<file path="config.mk">
export PLATFORM = sky130hd
export DESIGN_NAME = bad_latch
export DESIGN_NICKNAME = d
export VERILOG_FILES = /design/src/rtl/bad_latch.sv
export SDC_FILE = /design/constraint.sdc
export NUM_CORES = 1
export LEC_CHECK = 0
export BUFFER_PORTS_ARGS = -buffer_cell sky130_fd_sc_hd__buf_4
export CAP_MARGIN = 20
export CELL_PAD_IN_SITES_DETAIL_PLACEMENT = 0
export CELL_PAD_IN_SITES_GLOBAL_PLACEMENT = 1
export CORE_MARGIN = 4
export CORE_UTILIZATION = 36
export CTS_CLUSTER_SIZE = 24
export DETAILED_ROUTE_END_ITERATION = 10
export PLACE_DENSITY = 0.69
export SYNTH_ARGS = -nofsm -noshare
export SYNTH_HDL_FRONTEND = slang
export SYNTH_SLANG_ARGS = --single-unit
</file>
<file path="constraint.sdc">
create_clock -name clk -period 2.1 [get_ports clk]
set_clock_uncertainty 0.05 [all_clocks]
set_input_delay 0.105 -clock clk [delete_from_list [all_inputs] [get_ports clk]]
set_output_delay 0.105 -clock clk [all_outputs]
set_load 0.01 [all_outputs]
</file>
<file path="src/rtl/bad_latch.sv">
// bad_latch: flop-based, glitch-free stand-in for a level-sensitive data latch.
// An optional synchroniser samples a possibly asynchronous `d`. The result is
// held on `q` and updates only on rising clk edges. The block also reports the
// previous value, a change pulse and a saturating change counter.
// Every output comes straight from a flop. Reset is synchronous and active-low.

module bad_latch #(
    parameter int               WIDTH       = 1,
    parameter int               SYNC_STAGES = 2,   // 0..4, 0 = no synchroniser
    parameter logic [WIDTH-1:0] RESET_VAL   = '0,
    parameter int               COUNT_W     = 8
) (
    input  logic               clk,
    input  logic               reset,
    input  logic [WIDTH-1:0]   d,
    output logic [WIDTH-1:0]   q,
    output logic [WIDTH-1:0]   q_prev,
    output logic               q_changed,
    output logic [COUNT_W-1:0] chg_count
);

    // The value presented to the holding register on the next edge.
    logic [WIDTH-1:0] sampled;

    generate
        if (SYNC_STAGES == 0) begin : g_no_sync
            assign sampled = d;
        end else begin : g_sync
            logic [WIDTH-1:0] stage [SYNC_STAGES];

            // Shift d through the synchroniser chain; reset flushes any value in flight.
            always_ff @(posedge clk) begin
                if (!reset) begin
                    // NOTE: every synchroniser stage is reset, not just q. A value caught
                    // before reset must not emerge on q after release.
                    for (int i = 0; i < SYNC_STAGES; i++) begin
                        stage[i] <= RESET_VAL;
                    end
                end else begin
                    // NOTE: non-blocking assignments make each stage take the old value
                    // of the one before it, so the chain shifts one step per edge.
                    stage[0] <= d;
                    for (int i = 1; i < SYNC_STAGES; i++) begin
                        stage[i] <= stage[i-1];
                    end
                end
            end

            assign sampled = stage[SYNC_STAGES-1];
        end
    endgenerate

    // The new value differs from the held one, so q changes on this edge.
    logic changing;
    assign changing = (sampled != q);

    // Holding register plus observability state, all updated only on rising clk.
    always_ff @(posedge clk) begin
        if (!reset) begin
            q         <= RESET_VAL;
            q_prev    <= RESET_VAL;
            q_changed <= 1'b0;
            chg_count <= '0;
        end else begin
            q         <= sampled;
            q_prev    <= q;
            q_changed <= changing;
            // Saturate at all-ones rather than wrapping back to zero.
            if (changing && (chg_count != '1)) begin
                chg_count <= chg_count + COUNT_W'(1);
            end
        end
    end

endmodule

</file>
-- Word-level counts from Yosys, hierarchy flattened
Memory sizes are Yosys's and may differ from the RTL's.
Index checks and enable logic that the tools add are counted.
- register bits after elaboration: 11
- memory bits (writable): 2
- bits of input ports: 3
- memories: 1
- memories (memory ; words ; width ; read ports ; clocked after memory_dff ; write ports ; line ; text):
    g_sync.stage ; 2 ; 1 ; 2 ; 0 ; 2 ; 29 ; logic [WIDTH-1:0] stage [SYNC_STAGES];
- bitwise gates (word level): 2
- $add $sub $neg: 1
- reduce and logical (&&, ||, !) cells: 1
- eq/ne operators: 2
- muxes and demuxes: 4
- operator list (kind ; count):
    adder 8 x 1 -> 8 bit, second input constant ; 1
    inequality test 8 bit, second input constant ; 1
    2-to-1 mux 1 bit ; 4
    bitwise OR 1 bit ; 2
    logical AND 1 bit ; 1
    inequality test 1 bit ; 1

-- Logic depth before layout (Yosys ltp)
- word-level depth: 2
- mapped depth: 5
- depth with buffers taken out: 5

-- Worst setup path after synthesis
OpenSTA, ideal clock, no wires.
- kind: register to register
- start point: register q
- end point: register chg_count[5]
- cell stages (with the launch flop): 5
- setup time: 70 ps
- path slack: 507 ps
- data arrival time: 1473 ps
- cell sequence: dfxtp_1 > xor2_2 > nand4_2 > or4_1 > a21oi_1
- word-level cells in the longest chain between the ends: 2
- RTL lines (what ; line ; text):
    from (decl) ; 16 ; output logic [WIDTH-1:0] q,
    from (signal assigned) ; 65 ; q <= sampled;
    inequality test 1 bit ; 55 ; assign changing = (sampled != q);
    logical AND 1 bit ; 69 ; if (changing && (chg_count != '1)) begin
    to (signal assigned) ; 70 ; chg_count <= chg_count + COUNT_W'(1);
    to (decl) ; 19 ; output logic [COUNT_W-1:0] chg_count
No other way between the ends.
A chain may end at the register's enable or synchronous reset.

-- Worst setup path after layout
Same ends and word-level chain as after synthesis.

==> flow_summary.json <==
{
  "hold_viol": 0,
  "synth_top_family_by_area": "simple AND/OR/NAND/NOR gates",
  "synthCells": 53,
  "cts_tree": "done",
  "synth-main-ff-cell": "dfxtp_1",
  "cts_buffers": 3,
  "path_depth": 4,
  "rsz0062_at_grt": "false",
  "synth_edf_count": 0,
  "crit_type": "flip-flop to flip-flop",
  "hold_class": "input port to flip-flop",
  "clk_pin_slew_ns": 0.08,
  "placed_cells": 81,
  "insertion_delay_ns": 0.27,
  "via_count": 440,
  "synth-adder-area-share_pct": 2.358,
  "min_from": "reset",
  "hold_depth": 2,
  "synth_fp_nets": 57,
  "area_growth_pct": 29.01,
  "cp_cell_sequence": "xor2_2 -> nand4_2 -> or4_1 -> a21oi_1",
  "grt_pass1_vias": 387,
  "r2r_slack_ns": 0.41,
  "rr_endpoint": "chg_count[5]$_SDFFE_PN0P_",
  "fmax_ghz": 0.5907,
  "cp_data_required_time_ns": 2.26,
  "whs_endpoint": "g_sync.stage[0][0]$_SDFF_PN0_",
  "ios": 14,
  "ys_top_cells_by_count": "dfxtp_1 (13), nor2_1 (5), and2_1 (4)",
  "synth_xor_xnor_area_share_pct": 8.019,
  "diodes": 0,
  "period_minus_slack_ns": 1.693,
  "cap_violations": 0,
  "num_rows": 13,
  "cp_slowest_cell": "or4_1",
  "drc": 0,
  "synth_area_per_cell_um2": 10.01,
  "synth_seq_cells": 13,
  "irDropWorstVdd_mv": 0.2925,
  "n_fill_cell": 139,
  "power_density_nw_per_um2": 640.9,
  "grt_max_degree": 9,
  "post_drt_via_cell_ratio": 5.116,
  "max_slew.worst_pin.slew_ns": 0.3750,
  "synth_mux_area_share_pct": 1.887,
  "synth-async-reset-ratio_pct": 0,
  "first_pass_iters": 4,
  "start_util_pct": 39.30,
  "min_period_over_period_pct": 80.62,
  "synth_cell_types": 25,
  "finalWirelength_um": 1018,
  "cts.sinks": 13,
  "grt_pass1_wl_um": 1704,
  "synthSimpleGateAreaFrac_pct": 23.11,
  "ctsResizeCount": 0,
  "die_y_um": 46.39,
  "critPathMaxFanout": 6,
  "antenna_found_initial": 0,
  "slew_headroom_pct": 74.65,
  "layout-drive-gt1-share_pct": 30.99,
  "synth_area_leader_cell": "dfxtp_1",
  "clockBufferDepth": 2,
  "crit_arrival_ns": 1.85,
  "htreeDepth": 1,
  "reg2reg_from": "q$_SDFF_PN0_",
  "ys_top_cells_by_area": "dfxtp_1 (49%), and2_1 (4.7%), nor2_1 (3.5%)",
  "final_cell_count_no_fill": 86,
  "die_width_um": 46.39,
  "syn_area_um2": 530.5,
  "seq_area_frac_synth_pct": 49.06,
  "nets": 76,
  "cp_top_family": "simple AND/OR/NAND/NOR gates",
  "tns_ns": 0,
  "grt_usage_pct": 11.58,
  "power.leakage_nw": 0.2997,
  "cp-end-kind": "flip-flop",
  "port_buffers": 13,
  "r2r_cells": 4,
  "slew_violations": 0,
  "yosysMostFrequentCell": "dfxtp_1",
  "yosysWarnings": 0,
  "critPathLaunchType": "flip-flop",
  "dieArea_um2": 2152,
  "drt_iter0_drc": 7,
  "ant_nets": 0,
  "core_area_um2": 1350,
  "grt-ovfl-total": 0,
  "synth_compound_area_share_pct": 14.15,
  "crit_buf_inv": 0,
  "synth.top_cell.area_share_pct": 49.06,
  "cts-root-buf": "clkbuf_4",
  "setup_viol": 0,
  "place_congestion": 0.7577,
  "wire_per_inst_um": 11.84,
  "status": "finished clean",
  "max_stage_delay_ns": 0.53
}
==> worst register-to-register path, delay by kind of cell, from the launching register on <==
kind,cells,cell delay [ns]
flops,1,0.44
simple gates,2,0.73
xor+xnor,1,0.26
compound gates,1,0.15
==> cells in the final DEF (no fill, tap or decap), drive strengths merged <==
cell,netlist,routed
o31ai,1,1
nand4,2,2
mux2i,1,1
nor2,5,5
clkbuf,0,3
dlygate4sd3,0,1
a21oi,3,3
nand3,2,2
o211ai,1,1
o311a,1,1
or4,1,1
xor2,3,3
ha,1,1
clkinv,0,1
xnor2,1,1
buf,0,13
and2,5,5
inv,2,2
nor4b,1,1
nor3b,1,1
o2111ai,1,1
or3,1,1
o21ai,3,3
dfxtp,13,13
o211a,1,1
nand2,3,3
==> timing repair <==
item,CTS,global route
hold buffers,1,0
setup endpoints to repair,0,0
endpoints found under the hold margin,1,0
setup buffers,0,0
==> layout make-up <==
type	count	area, um2	area share [%]
Multi-Input combinational cell	38	262.8	38.39
Sequential cell	13	260.3	38.03
Timing Repair Buffer	14	107.6	15.72
Clock buffer	3	22.52	3.291
Tap cell	15	18.77	2.742
Inverter	2	7.507	1.097
Clock inverter	1	5.005	0.7313
==> where the power goes <==
part / switching (mW) / leakage (nW) / internal (mW)
sequential: 0.00526 / 0.106 / 0.252
clock: 0.0823 / 0.0177 / 0.0705
combinational: 0.0136 / 0.176 / 0.0149
==> cells by family after synthesis <==
| logic type | after synthesis |
|---|---|
| AOI/OAI and AO/OA | 11 |
| xor gates and xnor gates | 4 |
| adders and majority gates | 1 |
| buffers and inverters | 2 |
| DFF | 13 |
| muxes | 1 |
| and+or+nand+nor | 21 |
==> flip-flops by register name (all words and copies together) (netlist names) <==
signal and cells:
q_prev 1, q_changed 1, chg_count 8, q 1
g_sync.stage 2
==> per-layer routing <==
metal	track usage, %	vias to the layer above	part of all wire [%]
met5	0	-	0
met4	8.523	0	3.0
met3	3.906	4	7.2
met2	15.38	12	40
met1	15.12	200	49
li1	-	224	-
==> through the flow <==
stage                     worst slack, ns  utilization, %  hold slack [ns]  area, um2  power, mW
final                              0.4070           50.70          0.03072      684.4     0.4387
after global routing               0.2654           50.70          0.03836      684.4     0.4614
after CTS                          0.3988           50.70          0.02549      684.4     0.4485
after detailed placement           0.4303           47.91           0.2681      646.9     0.2909
after global placement             0.4759           47.91           0.2651      646.9     0.2907
after floorplan                    0.5074               -           0.1767      530.5     0.2774
==> worst max path at each step <==
stage | start | endpoint
3_5_place_dp | q$_SDFF_PN0_ | chg_count[5]$_SDFFE_PN0P_
2_1_floorplan | q$_SDFF_PN0_ | chg_count[5]$_SDFFE_PN0P_
6_report | q$_SDFF_PN0_ | chg_count[5]$_SDFFE_PN0P_
5_1_grt | q$_SDFF_PN0_ | chg_count[5]$_SDFFE_PN0P_
4_1_cts | q$_SDFF_PN0_ | chg_count[5]$_SDFFE_PN0P_
3_3_place_gp | q$_SDFF_PN0_ | chg_count[5]$_SDFFE_PN0P_
Power figures use the tool's default switching activity.
